===== config.mk =====
export PLATFORM = sky130hd
export DESIGN_NAME = div_ctrl
export DESIGN_NICKNAME = d
export VERILOG_FILES = /design/src/rtl/div.sv /design/src/rtl/div_ctrl.sv
export SDC_FILE = /design/constraint.sdc
export NUM_CORES = 1
export LEC_CHECK = 0
export CAP_MARGIN = 30
export CORE_MARGIN = 2
export CORE_UTILIZATION = 39
export CTS_CLUSTER_SIZE = 16
export DETAILED_ROUTE_END_ITERATION = 16
export GPL_TIMING_DRIVEN = 0
export PLACE_DENSITY_LB_ADDON = 0.25
export SYNTH_ARGS = -nofsm -noshare
export SYNTH_HDL_FRONTEND = slang
export SYNTH_SLANG_ARGS = --single-unit

===== constraint.sdc =====
create_clock -name clock -period 2.15 [get_ports clock]
set_input_delay 0.3225 -clock clock [delete_from_list [all_inputs] [get_ports clock]]
set_output_delay 0.3225 -clock clock [all_outputs]
set_load 0.01 [all_outputs]

===== src/rtl/div.sv =====
// Shared divider types.
//   op_t : divide operation, OpDiv = signed, OpDivu = unsigned.
package div;

  typedef enum logic {
    OpDiv  = 1'b0,
    OpDivu = 1'b1
  } op_t;

endpackage


===== src/rtl/div_ctrl.sv =====
// div_ctrl: request/response sequencer in front of the iterative divider.
//
// Accepts one DIV/DIVU request at a time over req_valid/req_ready and latches its operands.
// It then pulses div_start for one cycle and waits for div_done. Finally it returns the
// quotient or remainder, with the request's tag, over resp_valid/resp_ready.
//
// Ports
//   clock, reset_n        : clock, asynchronous active-low reset
//   req_*                 : request channel (op, rem select, dividend, divisor, tag)
//   flush                 : abandon any pending/in-flight operation
//   resp_*                : response channel (data, tag)
//   div_op/div_start/...  : divider control and operands
//   div_done/div_q/div_r  : divider completion and results
//
// Build option
//   DIV_ZERO_BYPASS_EN : when defined, a zero divisor skips the divider entirely. The
//                        response is then ready one cycle after accept. Results are
//                        the same either way.
module div_ctrl #(
  parameter int unsigned DIVLEN = 32,
  parameter int unsigned TAGW   = 5
) (
  input  logic              clock,
  input  logic              reset_n,
  input  logic              req_valid,
  output logic              req_ready,
  input  div::op_t          req_op,
  input  logic              req_rem,
  input  logic [DIVLEN-1:0] req_dividend,
  input  logic [DIVLEN-1:0] req_divisor,
  input  logic [TAGW-1:0]   req_tag,
  input  logic              flush,
  output logic              resp_valid,
  input  logic              resp_ready,
  output logic [DIVLEN-1:0] resp_data,
  output logic [TAGW-1:0]   resp_tag,
  output div::op_t          div_op,
  output logic              div_start,
  output logic [DIVLEN-1:0] div_dividend,
  output logic [DIVLEN-1:0] div_divisor,
  input  logic              div_done,
  input  logic [DIVLEN-1:0] div_q,
  input  logic [DIVLEN-1:0] div_r
);

  typedef enum logic [1:0] {
    StIdle,
    StStart,
    StRun,
    StResp
  } state_e;

  state_e            state_q, state_d;
  div::op_t          op_q, op_d;
  logic              rem_q, rem_d;
  logic [DIVLEN-1:0] dividend_q, dividend_d;
  logic [DIVLEN-1:0] divisor_q, divisor_d;
  logic [TAGW-1:0]   tag_q, tag_d;
  logic [DIVLEN-1:0] resp_data_q, resp_data_d;
  logic [TAGW-1:0]   resp_tag_q, resp_tag_d;

  always_comb begin
    state_d     = state_q;
    op_d        = op_q;
    rem_d       = rem_q;
    dividend_d  = dividend_q;
    divisor_d   = divisor_q;
    tag_d       = tag_q;
    resp_data_d = resp_data_q;
    resp_tag_d  = resp_tag_q;

    if (flush) begin
      // Flush wins over every transition, including a same-cycle request.
      state_d = StIdle;
    end else begin
      unique case (state_q)
        StIdle: begin
          if (req_valid) begin
            op_d       = req_op;
            rem_d      = req_rem;
            dividend_d = req_dividend;
            divisor_d  = req_divisor;
            tag_d      = req_tag;
`ifdef DIV_ZERO_BYPASS_EN
            if (req_divisor == '0) begin
              // Same result the divider produces for x/0, without starting it.
              state_d     = StResp;
              resp_data_d = req_rem ? req_dividend : '1;
              resp_tag_d  = req_tag;
            end else begin
              state_d = StStart;
            end
`else
            state_d = StStart;
`endif
          end
        end
        // div_done here still reflects the previous operation, so it is not looked at.
        StStart: state_d = StRun;
        StRun: begin
          if (div_done) begin
            resp_data_d = rem_q ? div_r : div_q;
            resp_tag_d  = tag_q;
            state_d     = StResp;
          end
        end
        StResp: begin
          if (resp_ready) state_d = StIdle;
        end
        default: state_d = StIdle;
      endcase
    end
  end

  always_ff @(posedge clock or negedge reset_n) begin
    if (!reset_n) begin
      state_q     <= StIdle;
      op_q        <= div::OpDiv;
      rem_q       <= 1'b0;
      dividend_q  <= '0;
      divisor_q   <= '0;
      tag_q       <= '0;
      resp_data_q <= '0;
      resp_tag_q  <= '0;
    end else begin
      state_q     <= state_d;
      op_q        <= op_d;
      rem_q       <= rem_d;
      dividend_q  <= dividend_d;
      divisor_q   <= divisor_d;
      tag_q       <= tag_d;
      resp_data_q <= resp_data_d;
      resp_tag_q  <= resp_tag_d;
    end
  end

  // The state register idles on reset, so req_ready is gated with reset_n to stay low then.
  assign req_ready    = reset_n && (state_q == StIdle);
  assign resp_valid   = (state_q == StResp);
  assign resp_data    = resp_data_q;
  assign resp_tag     = resp_tag_q;
  assign div_start    = (state_q == StStart);
  assign div_op       = op_q;
  assign div_dividend = dividend_q;
  assign div_divisor  = divisor_q;

endmodule


# ---- Word level (Yosys, flattened, before mapping)
# Index checks and enable logic that the tools add are counted.
dict set report op_classes {
  eq_ne 6
  n_mux 6
  bitwise 1
  reduce_logical 5
}
# op count
set op_table {}
lappend op_table {{two-way mux 32 bit} 1}
lappend op_table {{AND reduction 3 bit} 3}
lappend op_table {{two-way mux 2 bit} 4}
lappend op_table {{case mux 2 bit (4 select lines)} 1}
lappend op_table {{!= test 3 bit (second input constant)} 2}
lappend op_table {{equality test 2 bit (second input constant)} 2}
lappend op_table {{!= test 3 x 2 -> 1 bit (second input constant)} 1}
lappend op_table {{equality test 2 x 1 -> 1 bit (second input constant)} 1}
lappend op_table {{logical NOT 2 bit} 1}
lappend op_table {{logical AND 1 bit} 1}
lappend op_table {{inverter 1 bit} 1}
dict set report word_totals {
  ff_bits 110
  in_bits 141
  out_inout_bits 105
  elab_cells 26
}

# ---- Logic depth before layout (Yosys ltp)
dict set report logic_depth {
  depth_word 3
  ltp_mapped 7
  depth_no_buf 5
}

# ---- Least setup slack after synthesis
# OpenSTA, ideal clock, no wires.
dict set report synth_timing {
  kind {register -> register}
  from {register state_q[0]}
  to {register state_q[0]}
  setup_ns 0.120
  arrival_time_ns 1.399
  required_time_ns 2.030
  setup_slack_ns 0.631
  path_stages_with_launch 6
  path_buffers 0
  synth_period_minus_slack_ns 1.519
  cell_sequence {dfrtp_1 > inv_1 > ha_1 > nor2b_1 > or4_1 > o211a_1}
}
dict set report synth_via {
  elab_chain_cells 3
  elab_cells_between_ends 10
  cone_classes {eq/ne: 6; mux: 2; reduce/logical: 2}
}
# item line
set synth_lines {}
lappend synth_lines {{from (decl)} div_ctrl.sv:53} ;# state_e state_q, state_d;
lappend synth_lines {{from (signal assigned)} div_ctrl.sv:117} ;# state_q <= StIdle;
lappend synth_lines {{from (signal assigned)} div_ctrl.sv:126} ;# state_q <= state_d;
lappend synth_lines {{equality test 2 bit, or another cell as far along} div_ctrl.sv:76} ;# unique case (state_q)
lappend synth_lines {{case mux 2 bit (4 select lines), or another cell as far along} div_ctrl.sv:76}
lappend synth_lines {{two-way mux 2 bit or AND reduction 3 bit (tied branches)} -}
# Several ways; a longest one is shown, not always the timed one.
# A chain may end at the register's enable or synchronous reset.

# ---- Worst setup path after layout
dict set report layout_timing {
  from {register state_q[1]}
  to {output div_start}
}
dict set report layout_via {
  elab_chain_cells 1
}
# item line
set layout_lines {}
lappend layout_lines {{equality test 2 x 1 -> 1 bit} div_ctrl.sv:142} ;# assign div_start = (state_q == StStart);
lappend layout_lines {{to (decl)} div_ctrl.sv:38} ;# output logic div_start,
# Every way passes these cells.

==> PnR_summary.wiki <==
{| class="wikitable"
! Metric !! Value
|-
| Setup skew after layout || about 0.008 ns
|-
| Clk sinks || 110
|-
| All-Layer GR Usage || 19.8%
|-
| CTS max path bufs || 2
|-
| Util after Layout || 66.0%
|-
| CTS Root Buffer Type || sky130_fd_sc_hd__clkbuf_16
|-
| Static leakage || 3.27 nW
|-
| DRC violation count after routing || 0
|-
| Final ANT Viol Nets || 0
|-
| Latest clock arrival within the worst-skew pair || 0.34 ns
|-
| Total Die Area || around 0.012 mm2
|-
| Pin count of the biggest net entering global routing || 68
|-
| Library cells used by synthesis || 21
|-
| First-iteration detailed-routing DRC count || between 100 and 150
|-
| Number of buffers inserted to repair setup after CTS || 0
|-
| Deepest level of the CTS H-tree || 3
|-
| Initial core utilization || about two fifths
|-
| Critical path data required time || roughly 1.8 ns
|-
| Synthesized Nets || 466
|-
| Top-Level Pins || 246
|-
| Die span in y || 112 um
|-
| Worst slew margin || about two thirds
|-
| Flop and latch count out of synthesis || 110
|-
| Mapped Cells || 320
|-
| Avg Vias per Cell || 4.77
|-
| Fin crit share || 86.8%
|-
| Post-synth top area share || 60.9%
|-
| Top FF cell, synth || sky130_fd_sc_hd__dfrtp_1
|-
| Routability congestion estimate from global placement || 0.773
|-
| Std cell rows || 39
|-
| Power density over the cells || 1290 mW/mm2
|-
| Worst Setup Path Type || register to primary output
|-
| Width of the die || 112 um
|-
| Final setup vio count || 0
|-
| Synth warnings || 0
|-
| Cell area after synthesis || approximately 0.0045 mm2
|-
| Total placed cells including tap cells || 709
|-
| Number of CTS-inserted buffers || 9
|-
| Detail-routed net length per standard cell || 16.4 um
|-
| Clock tree from TritonCTS || yes
|-
| Post-synthesis area per instance || 14.1 um2
|-
| Share of flip-flops with an asynchronous set or reset || 100%
|-
| NumNets Final || 726
|-
| Largest cells by area after synthesis || sky130_fd_sc_hd__dfrtp_1 61%, sky130_fd_sc_hd__mux2_2 17%, sky130_fd_sc_hd__mux2i_1 7.3%
|-
| Area growth from synthesis to layout || 66.0%
|-
| Floorplan core area || 0.0114 mm2
|-
| EDFF count, synth || 0
|-
| Post-route non-filler standard cell count || 728
|-
| Data arrival time at the worst-slack endpoint || 1.54 ns
|-
| Grt ovf || 0
|-
| First-pass iteration count of the detailed router || 4
|-
| Clock transition at the registers of the reported paths || 0.07 ns
|-
| Layout cell share with drive strength beyond 1 || 18.3%
|-
| Count of final hold-check violations || 0
|-
| Sequential Area || roughly 0.0028 mm2
|-
| Initial antenna violation count || 0
|-
| Setup tns final || 0 ns
|-
| Max Slew Vio Count || 0
|-
| Count of input and output buffers || 245
|-
| Ranking of synthesized cells by instance count || 110 x sky130_fd_sc_hd__dfrtp_1, 70 x sky130_fd_sc_hd__mux2_2, 34 x sky130_fd_sc_hd__nand2_1
|-
| Count leader, synth || sky130_fd_sc_hd__dfrtp_1
|-
| Vias post-DR || 3,476
|-
| Sum of routed wire length over all layers || 11,900 um
|-
| Multi-input logic area || 0.00163 mm2
|-
| Number of inserted filler cells in the final layout || 885
|-
| Total power draw || 9.69 mW
|-
| Library cell with the largest summed area after synthesis || sky130_fd_sc_hd__dfrtp_1
|-
| DP Wirelength || 9270 um
|-
| Achievable clock frequency || 536 MHz
|-
| Highest ir drop seen on vdd || 0.665 mV
|-
| Critical path launch point type || register
|-
| Final min period || 1.87 ns
|-
| Setup repair after global routing missed its margin || false
|-
| Critical path fanouts, max || 4
|-
| Type of the most critical hold path || register to register
|-
| First-pass GRT wire length || approximately 19,000 um
|-
| Portion of the post-synthesis area used by sequential elements || between 60% and 70%
|-
| Transition time at the pin with the least slew margin || about 0.51 ns
|-
| Via count of the first global-routing pass || 3,891
|-
| Worst hold slack || 0.481 ns
|-
| Max-cap violation count || 0
|-
| Outcome || completed
|-
| Antenna fix cells || 0
|-
| Critical path capture point type || primary output
|}
[registers in the layout (all words and copies together), names as in the netlist]
| register | count |
|---|---|
| div_dividend | 32 |
| div_divisor | 32 |
| resp_data | 32 |
| resp_tag | 5 |
| tag_q | 5 |
| state_q | 2 |
| div_op | 1 |
| rem_q | 1 |
[path summary, 6_finish.rpt]
kind / cells after the start / slack [ns] / end / start
min in group asynchronous: 3 / 0.53 / resp_data[2] / reset_n
hold / removal: 2 / 0.48 / resp_data[12] / resp_data[12]
hold reg to reg: 2 / 0.48 / resp_data[12] / resp_data[12]
max in group asynchronous: 3 / 0.70 / state_q[0] / reset_n
setup reg to reg: 7 / 0.49 / resp_data[22] / state_q[0]
setup / recovery: 3 / 0.28 / div_start / state_q[1]
[what timing repair did]
| action | 4_1_cts | 5_1_grt |
|---|---|---|
| gates resized for setup | 1 | 2 |
| hold endpoints to repair | 11 | 0 |
| setup endpoints to repair | 1 | 1 |
| hold buffers | 3 | 0 |
| pin swaps | 0 | 0 |
[logic make-up (layout without fill, tap and decap cells)]
| family | count (synthesis) | count (layout) | synth area share [%] |
|---|---|---|---|
| compound gates | 33 | 33 | 3.76 |
| fa+ha+maj | 5 | 5 | 1.38 |
| buf+inv | 21 | 286 | 3.24 |
| flops | 110 | 110 | 60.9 |
| mux | 109 | 109 | 26.2 |
| simple gates | 42 | 42 | 4.54 |
[area by class of cell]
class / instances / share of cell area (%)
well taps: 143 / 2.38
clock buffers: 10 / 3.05
clock inverters: 6 / 0.717
flip-flops and latches: 110 / 36.7
multi-input cells: 189 / 21.7
repair buffers: 249 / 33.6
plain buffers: 18 / 1.80
inverters: 3 / 0.150
[layout by cell type (no fill, tap or decap), types with 2 or more instances in the layout]
cell type / instances
sky130_fd_sc_hd__buf_4: 4
sky130_fd_sc_hd__buf_2: 3
sky130_fd_sc_hd__clkdlybuf4s50_1: 243
sky130_fd_sc_hd__dfrtp_1: 110
sky130_fd_sc_hd__mux2_1: 6
sky130_fd_sc_hd__clkinv_4: 2
sky130_fd_sc_hd__ha_1: 4
sky130_fd_sc_hd__mux2i_1: 33
sky130_fd_sc_hd__clkbuf_1: 6
sky130_fd_sc_hd__mux2_2: 70
sky130_fd_sc_hd__inv_2: 2
sky130_fd_sc_hd__buf_6: 7
sky130_fd_sc_hd__clkbuf_16: 9
sky130_fd_sc_hd__nand2_1: 34
sky130_fd_sc_hd__inv_6: 2
sky130_fd_sc_hd__dlygate4sd3_1: 2
sky130_fd_sc_hd__o21ai_0: 32
sky130_fd_sc_hd__nor2b_1: 2
[per-layer routing]
| layer | wire length [um] | vias up | global-route usage, % | part of all wire (%) |
|---|---|---|---|---|
| li1 | - | 1626 | - | - |
| met1 | 4480 | 1706 | 21.1 | 37 |
| met2 | 6320 | 125 | 36.1 | 53 |
| met3 | 890 | 19 | 7.02 | 7.5 |
| met4 | 252 | 0 | 6.75 | 2.1 |
| met5 | 0 | - | 0 | 0 |
[stage by stage]
stage,setup slack [ns],area [um2]
final,0.284,7510
after global routing,0.217,7510
after CTS,0.0216,7500
after detailed placement,0.195,7180
after global placement,-3.75,7150
after floorplan,0.631,4520
[power breakdown]
part           internal [mW]  switching (mW)
logic                   2.80            1.72
clock network          0.807           0.757
registers               3.09           0.511
total                   6.70            2.99
[critical path, stage by stage, from the launching register on]
cell and delay (ns):
sky130_fd_sc_hd__dfrtp_1 0.42, sky130_fd_sc_hd__inv_2 0.09, sky130_fd_sc_hd__ha_1 0.15, sky130_fd_sc_hd__clkdlybuf4s50_1 0.54
(Power assumes the default switching activity.)
